File: config.mk
export PLATFORM = sky130hd
export DESIGN_NAME = eq_word_seq_ctrl
export DESIGN_NICKNAME = d
export VERILOG_FILES = /design/src/rtl/eq_word_seq_ctrl.sv
export SDC_FILE = /design/constraint.sdc
export NUM_CORES = 1
export LEC_CHECK = 0
export ABC_AREA = 1
export BUFFER_PORTS_ARGS = -buffer_cell sky130_fd_sc_hd__buf_2
export CORE_ASPECT_RATIO = 0.8
export CORE_MARGIN = 2
export CORE_UTILIZATION = 30
export CTS_CLUSTER_DIAMETER = 30
export DETAILED_ROUTE_END_ITERATION = 8
export GPL_TIMING_DRIVEN = 1
export HOLD_SLACK_MARGIN = 0.02
export SYNTH_ARGS = -nofsm -noshare
export SYNTH_HDL_FRONTEND = slang
export SYNTH_SLANG_ARGS = --single-unit
export TNS_END_PERCENT = 1
File: constraint.sdc
create_clock -name clk -period 3.6 [get_ports clk]
set_clock_uncertainty 0.05 [all_clocks]
set_input_delay 0.72 -clock clk [delete_from_list [all_inputs] [get_ports clk]]
set_output_delay 0.72 -clock clk [all_outputs]
set_load 0.01 [all_outputs]
File: src/rtl/eq_word_seq_ctrl.sv
// eq_word_seq_ctrl: compares two multi-nibble words one nibble per cycle
// through an external shared 4-bit equality comparator, LSB nibble first.
// Reports word equality, the first mismatching nibble index and the count
// of mismatching nibbles seen.
module eq_word_seq_ctrl #(
  parameter int NIBBLES    = 4,
  parameter int EARLY_EXIT = 1,
  localparam int W  = 4 * NIBBLES,
  localparam int IW = (NIBBLES > 1) ? $clog2(NIBBLES) : 1,
  localparam int CW = $clog2(NIBBLES + 1)
) (
  input  logic          clk,
  input  logic          rst,
  input  logic          start,
  input  logic [W-1:0]  A,
  input  logic [W-1:0]  B,
  output logic [3:0]    cmp_a,
  output logic [3:0]    cmp_b,
  input  logic          cmp_c,
  output logic          busy,
  output logic          done,
  output logic          C,
  output logic [IW-1:0] mism_idx,
  output logic [CW-1:0] mism_cnt
);

  typedef enum logic [1:0] {
    ST_IDLE = 2'd0,
    ST_CMP  = 2'd1,
    ST_DONE = 2'd2
  } state_t;

  state_t        state_q, state_d;
  logic [W-1:0]  a_q, a_d;
  logic [W-1:0]  b_q, b_d;
  logic [IW-1:0] idx_q, idx_d;
  logic          eq_acc_q, eq_acc_d;
  logic          first_found_q, first_found_d;
  logic [IW-1:0] first_idx_q, first_idx_d;
  logic [CW-1:0] cnt_q, cnt_d;
  logic          c_q, c_d;
  logic [IW-1:0] mism_idx_q, mism_idx_d;
  logic [CW-1:0] mism_cnt_q, mism_cnt_d;

  logic          last_nibble;
  logic          finish_now;

  // Next-state, accumulator and comparator-drive logic for the sequencer.
  always_comb begin
    state_d       = state_q;
    a_d           = a_q;
    b_d           = b_q;
    idx_d         = idx_q;
    eq_acc_d      = eq_acc_q;
    first_found_d = first_found_q;
    first_idx_d   = first_idx_q;
    cnt_d         = cnt_q;
    c_d           = c_q;
    mism_idx_d    = mism_idx_q;
    mism_cnt_d    = mism_cnt_q;
    cmp_a         = 4'd0;
    cmp_b         = 4'd0;
    last_nibble   = (idx_q == IW'(NIBBLES - 1));
    finish_now    = 1'b0;

    case (state_q)
      ST_IDLE: begin
        if (start) begin
          a_d           = A;
          b_d           = B;
          idx_d         = '0;
          eq_acc_d      = 1'b1;
          first_found_d = 1'b0;
          first_idx_d   = '0;
          cnt_d         = '0;
          state_d       = ST_CMP;
        end
      end

      ST_CMP: begin
        for (int i = 0; i < NIBBLES; i++) begin
          if (idx_q == IW'(i)) begin
            cmp_a = a_q[4*i +: 4];
            cmp_b = b_q[4*i +: 4];
          end
        end

        if (!cmp_c) begin
          cnt_d    = cnt_q + CW'(1);
          eq_acc_d = 1'b0;
          if (!first_found_q) begin
            first_found_d = 1'b1;
            first_idx_d   = idx_q;
          end
        end

        finish_now = last_nibble || ((EARLY_EXIT != 0) && !cmp_c);

        if (finish_now) begin
          state_d    = ST_DONE;
          c_d        = eq_acc_d;
          mism_idx_d = first_idx_d;
          mism_cnt_d = cnt_d;
        end else begin
          idx_d = idx_q + IW'(1);
        end
      end

      ST_DONE: begin
        state_d = ST_IDLE;
      end

      default: begin
        state_d = ST_IDLE;
      end
    endcase
  end

  // State, operand, accumulator and result registers with synchronous reset.
  always_ff @(posedge clk) begin
    if (rst) begin
      state_q       <= ST_IDLE;
      a_q           <= '0;
      b_q           <= '0;
      idx_q         <= '0;
      eq_acc_q      <= 1'b1;
      first_found_q <= 1'b0;
      first_idx_q   <= '0;
      cnt_q         <= '0;
      c_q           <= 1'b0;
      mism_idx_q    <= '0;
      mism_cnt_q    <= '0;
    end else begin
      state_q       <= state_d;
      a_q           <= a_d;
      b_q           <= b_d;
      idx_q         <= idx_d;
      eq_acc_q      <= eq_acc_d;
      first_found_q <= first_found_d;
      first_idx_q   <= first_idx_d;
      cnt_q         <= cnt_d;
      c_q           <= c_d;
      mism_idx_q    <= mism_idx_d;
      mism_cnt_q    <= mism_cnt_d;
    end
  end

  // Status flags decode straight from the state register; results are registered.
  always_comb begin
    busy     = (state_q == ST_CMP) || (state_q == ST_DONE);
    done     = (state_q == ST_DONE);
    C        = c_q;
    mism_idx = mism_idx_q;
    mism_cnt = mism_cnt_q;
  end

endmodule

# Word-level counts from Yosys, hierarchy flattened

Index checks and enable logic that the tools add are counted.

Bits in registers: 49
Input port bits: 36
Output and inout bits: 16

$add $sub $neg: 2
Equal/unequal tests: 9
Mux-type cells: 28
Reduce and logical (&&, ||, !) cells: 12

Operators by type and width:

| cell                                           | number |
|---|---|
| 2-to-1 mux 4 bit                               | 10 |
| 2-to-1 mux 2 bit                               | 6 |
| case mux 2 bit (2 select lines)                | 3 |
| inequality test 2 bit (second input constant)  | 4 |
| AND reduction 2 bit                            | 4 |
| == test 2 bit (second input constant)          | 3 |
| 2-to-1 mux 3 bit                               | 2 |
| case mux 3 bit (2 select lines)                | 1 |
| AND reduction 3 bit                            | 2 |
| == test 2 x 1 -> 1 bit (second input constant) | 2 |
| zero test 2 bit                                | 2 |
| 2-to-1 mux 1 bit                               | 4 |
| case mux 1 bit (2 select lines)                | 2 |
| adder 3 x 1 -> 3 bit (second input constant)   | 1 |
| adder 2 x 1 -> 2 bit (second input constant)   | 1 |
| logical OR 1 bit                               | 2 |
| nonzero test 2 bit                             | 1 |
| zero test 1 bit                                | 1 |

# Logic depth before layout (Yosys ltp)

Depth after elaboration: 6
Gate-level depth with buffers: 8

# Worst setup path before layout

Ideal clock, no wire load.

Path kind: reg2out
Start: reg idx_q[0]
End: out cmp_a[0]
Data arrival time: 1271 ps
Slack: 1559 ps
Stages on the path, launching flop included: 7
Cell sequence: dfxtp_1 -> inv_1 -> ha_1 -> clkbuf_2 -> inv_1 -> o211ai_1 -> a21oi_1

Word-level cells in the longest chain between the ends: 6

Ends and longest elaborated chain:

| element                        | line | text |
|---|---|---|
| from (decl)                    | 36   | `logic [IW-1:0] idx_q, idx_d;` |
| from (signal assigned)         | 137  | `idx_q <= idx_d;` |
| zero test 2 bit                | 82   | `if (idx_q == IW'(i)) begin` |
| 2-to-1 mux 4 bit (3 in series) | 82   |  |
| 2-to-1 mux 4 bit *             | 82   |  |
| 2-to-1 mux 4 bit *             | 66   | `case (state_q)` |
| to (decl)                      | 17   | `output logic [3:0] cmp_a,` |

Mark *: on every way between the ends. The rest lies on a longest branch, timed or not.

# Worst setup path after layout

Start: reg idx_q[0]
End: out cmp_b[2]

Word-level cells in the longest chain between the ends: 6

Ends and longest elaborated chain:

| element                        | line | text |
|---|---|---|
| zero test 2 bit                | 82   |  |
| 2-to-1 mux 4 bit (3 in series) | 82   |  |
| 2-to-1 mux 4 bit *             | 82   |  |
| 2-to-1 mux 4 bit *             | 66   |  |
| to (decl)                      | 18   | `output logic [3:0] cmp_b,` |

Marks and branches as above.

==> summary.md <==
| Metric | Value |
|---|---|
| Largest area contributor in the netlist | dfxtp_1 |
| Critical Path Fanout Max | 9 |
| Largest net degree at the start of global routing | 40 |
| CP Capture Type | output pin |
| Max incr delay on CP | between 0.4 and 0.5 ns |
| DRT Pass-1 Iters | 4 |
| Routability congestion estimate | 0.819 |
| Vias | 2106 |
| Final min period | 2.70 ns |
| Worst-margin pin slew | between 0.5 and 0.6 ns |
| Syn Area/Cell | 7.24 µm² |
| WL final | about 5600 µm |
| Reg2Reg Setup Slack | roughly 1.8 ns |
| Crit path launch type | register |
| Sw power | slightly above 400 µW |
| Final setup fails | 0 |
| Critical Path AT | 1.93 ns |
| Routing usage on met1 | 0.196 |
| Share of the synthesized area in the top cell type | 0.429 |
| WS Path Type | register to output pin |
| Core Rows | 28 |
| Layout Nets | 402 |
| TritonCTS clock tree | yes |
| Share of cells above drive strength 1 | 0.198 |
| Clk pwr share | 0.300 |
| Chip Width | 102 µm |
| Logic pwr share | 0.229 |
| Most Crowded Layer GR | met2 |
| Run status | completed |
| DIE AREA | 8340 µm² |
| Io pins | 52 |
| Fin util | 0.362 |
| Cell Area, Synth | 2290 µm² |
| Max H-tree Level | 2 |
| Skew-Pair Late Insertion Delay | 0.30 ns |
| Most frequent cells in the layout | nor2_1 (76), buf_2 (51), dfxtp_1 (49) |
| GRT Util Overall | 0.143 |
| DRC | 0 |
| Hold_sp | eq_acc_q |
| Num CTS Buffers | 5 |
| Hold Buf Count CTS | 0 |
| GRT met2 Usage | 0.219 |
| CTS resizes | 0 |
| Filler cell count | around 800 |
| Sequential-to-total area share from yosys stat | 0.429 |
| Die Ht | 82.1 µm |
| Pins Over Slew Limit | 0 |
| GRT overflow | 0 |
| R2R cell count | 7 |
| Routed Antenna Nets | 0 |
| Cells after Synth | roughly 320 |
| Min-Delay Path Class | register to register |
| Max-slew headroom | 0.615 |
| Wirelength per Cell | about 12 µm |
| FF-to-FF Start | state_q[0] |
| Net Sw Frac | 0.303 |
| Final setup TNS | 0 ns |
| Seq pwr share | 0.471 |
| Crit-path slowest cell | dfxtp_1 |
| Crit. Startpoint | idx_q[0] |
| Initial cell density of the core | 0.309 |
| RSZ-0062 raised after global routing | no |
| M3 GR Usage | 0.0345 |
| Reg area | 981 µm² |
| Setup bufs post-CTS | 0 |
| CP Cell Sequence | inv_1, ha_1, inv_1, o211ai_1, a21oi_1, buf_2 |
| WP data required | roughly 2.8 ns |
| Post-Syn Nets | ~360 |
| Area contributors post-synth | dfxtp_1 (43%), nor2_1 (12%), nand2_1 (7.5%), o21ai_0 (7.2%), a21oi_1 (6.1%) |
| Static Leak | around 1.2 nW |
| Fin. Hold Viols | 0 |
| Maxcap violations | 0 |
| Clock Path Buffers | 2 |
| Max Fclk | about 0.37 GHz |
| Iter 0 DRT Violations | 120 |
| Antenna cells | 0 |
| Power per standard cell area | 505 nW/µm² |
| Sink Count | 49 |
| Vias in the first global route | about 2000 |
| FF-to-FF End | idx_q[0] |
| Most frequent CP cell | inv_1 |
| Area growth syn-to-layout | 17.0% |
| Worst setup endpoint | cmp_b[2] |
| Yosys reg bits | 49 |
| Via/cell ratio | between 4 and 5 |
| Core area | approximately 7400 µm² |
| Synthesis Warnings | 0 |
| Max VDD drop | 185 µV |
| Initial antenna violation count | 0 |
| Area taken by multi-input logic gates | 1110 µm² |
| CTS root buffer | clkbuf_8 |
| First-pass GRT wire length | 9290 µm |
| Cell Int Power | ~940 µW |
| Commonest non-fill, non-tap cell in the layout | nor2_1 |
| Fin crit share | 0.749 |
| Clock-pin slew on the worst setup and hold paths | roughly 0.090 ns |
| Post-synth cell types | 22 |
| PortBufs | 51 |
| DP HPWL | roughly 4000 µm |
[how the worst min path moves through the flow]
stage	cells after the start	slack [ns]	end
2_1_floorplan	1	0.38	eq_acc_q
3_3_place_gp	1	0.39	eq_acc_q
3_5_place_dp	1	0.40	eq_acc_q
4_1_cts	1	0.42	eq_acc_q
5_1_grt	1	0.44	eq_acc_q
6_report	1	0.42	eq_acc_q
[power by group through the flow]
stage | Combinational, mW | Sequential, mW | Clock [mW]
after floorplan | 0.240 | 0.642 | 0
after global placement | 0.309 | 0.648 | 0
after global routing | 0.358 | 0.644 | 0.441
after CTS | 0.314 | 0.637 | 0.415
after detailed placement | 0.312 | 0.649 | 0
final | 0.309 | 0.636 | 0.406
[through the flow]
| step | total power, mW | setup WS, ns | hold slack, ns | area, µm² | cells |
|---|---|---|---|---|---|
| finish | 1.35 | 0.905 | 0.416 | 2680 | 463 |
| global route | 1.44 | 0.739 | 0.444 | 2680 | 463 |
| CTS | 1.37 | 0.887 | 0.419 | 2680 | 463 |
| detailed placement | 0.961 | 1.24 | 0.397 | 2560 | 455 |
| global placement | 0.957 | 1.34 | 0.393 | 2560 | 455 |
| floorplan | 0.882 | 1.56 | 0.380 | 2290 | 316 |
[metal layers]
layer	up-vias	share of wire
li1	1113	-
met1	930	0.51
met3	7	0.058
met5	-	0
met2	56	0.42
met4	0	0.012
[critical path, delay by kind of cell, from the launching register on]
kind | cells | cell delay (ns)
AOI/OAI and AO/OA | 2 | 0.36
adders and majority gates | 1 | 0.32
DFF | 1 | 0.42
buffers and inverters | 3 | 0.52
[final cells by class]
| type | instances | area share |
|---|---|---|
| Clock buffer | 7 | 0.0323 |
| Clock inverter | 1 | 0.0112 |
| Inverter | 18 | 0.0271 |
| Multi-Input combinational cell | 231 | 0.416 |
| Sequential cell | 49 | 0.367 |
| Tap cell | 105 | 0.0491 |
| Timing Repair Buffer | 52 | 0.0982 |
[logic make-up (layout without fill, tap and decap cells)]
family / Yosys count / after routing / synth area share
AND/OR/NAND/NOR: 137 / 137 / 0.238
AO/OA/AOI/OAI: 84 / 84 / 0.195
flip-flops: 49 / 49 / 0.429
buffers and inverters: 36 / 78 / 0.0848
adder cells (fa/ha/maj): 9 / 9 / 0.0492
XOR/XNOR: 1 / 1 / 0.00383
[synthesized netlist by cell type (all sizes together)]
cell     n
a21o     1
inv     18
o211ai   8
nand3   10
clkbuf   4
a21oi   29
buf     14
o21ai   46
dfxtp   49
nor2    76
nand2   51
xnor2    1
ha       9
[sequential cells by signal, summed over array words and instances (netlist names)]
signal	cells
cnt_q	3
C	1
mism_idx	2
eq_acc_q	1
state_q	2
first_found_q	1
mism_cnt	3
first_idx_q	2
a_q	16
idx_q	2
b_q	16
(Power assumes the default switching activity.)
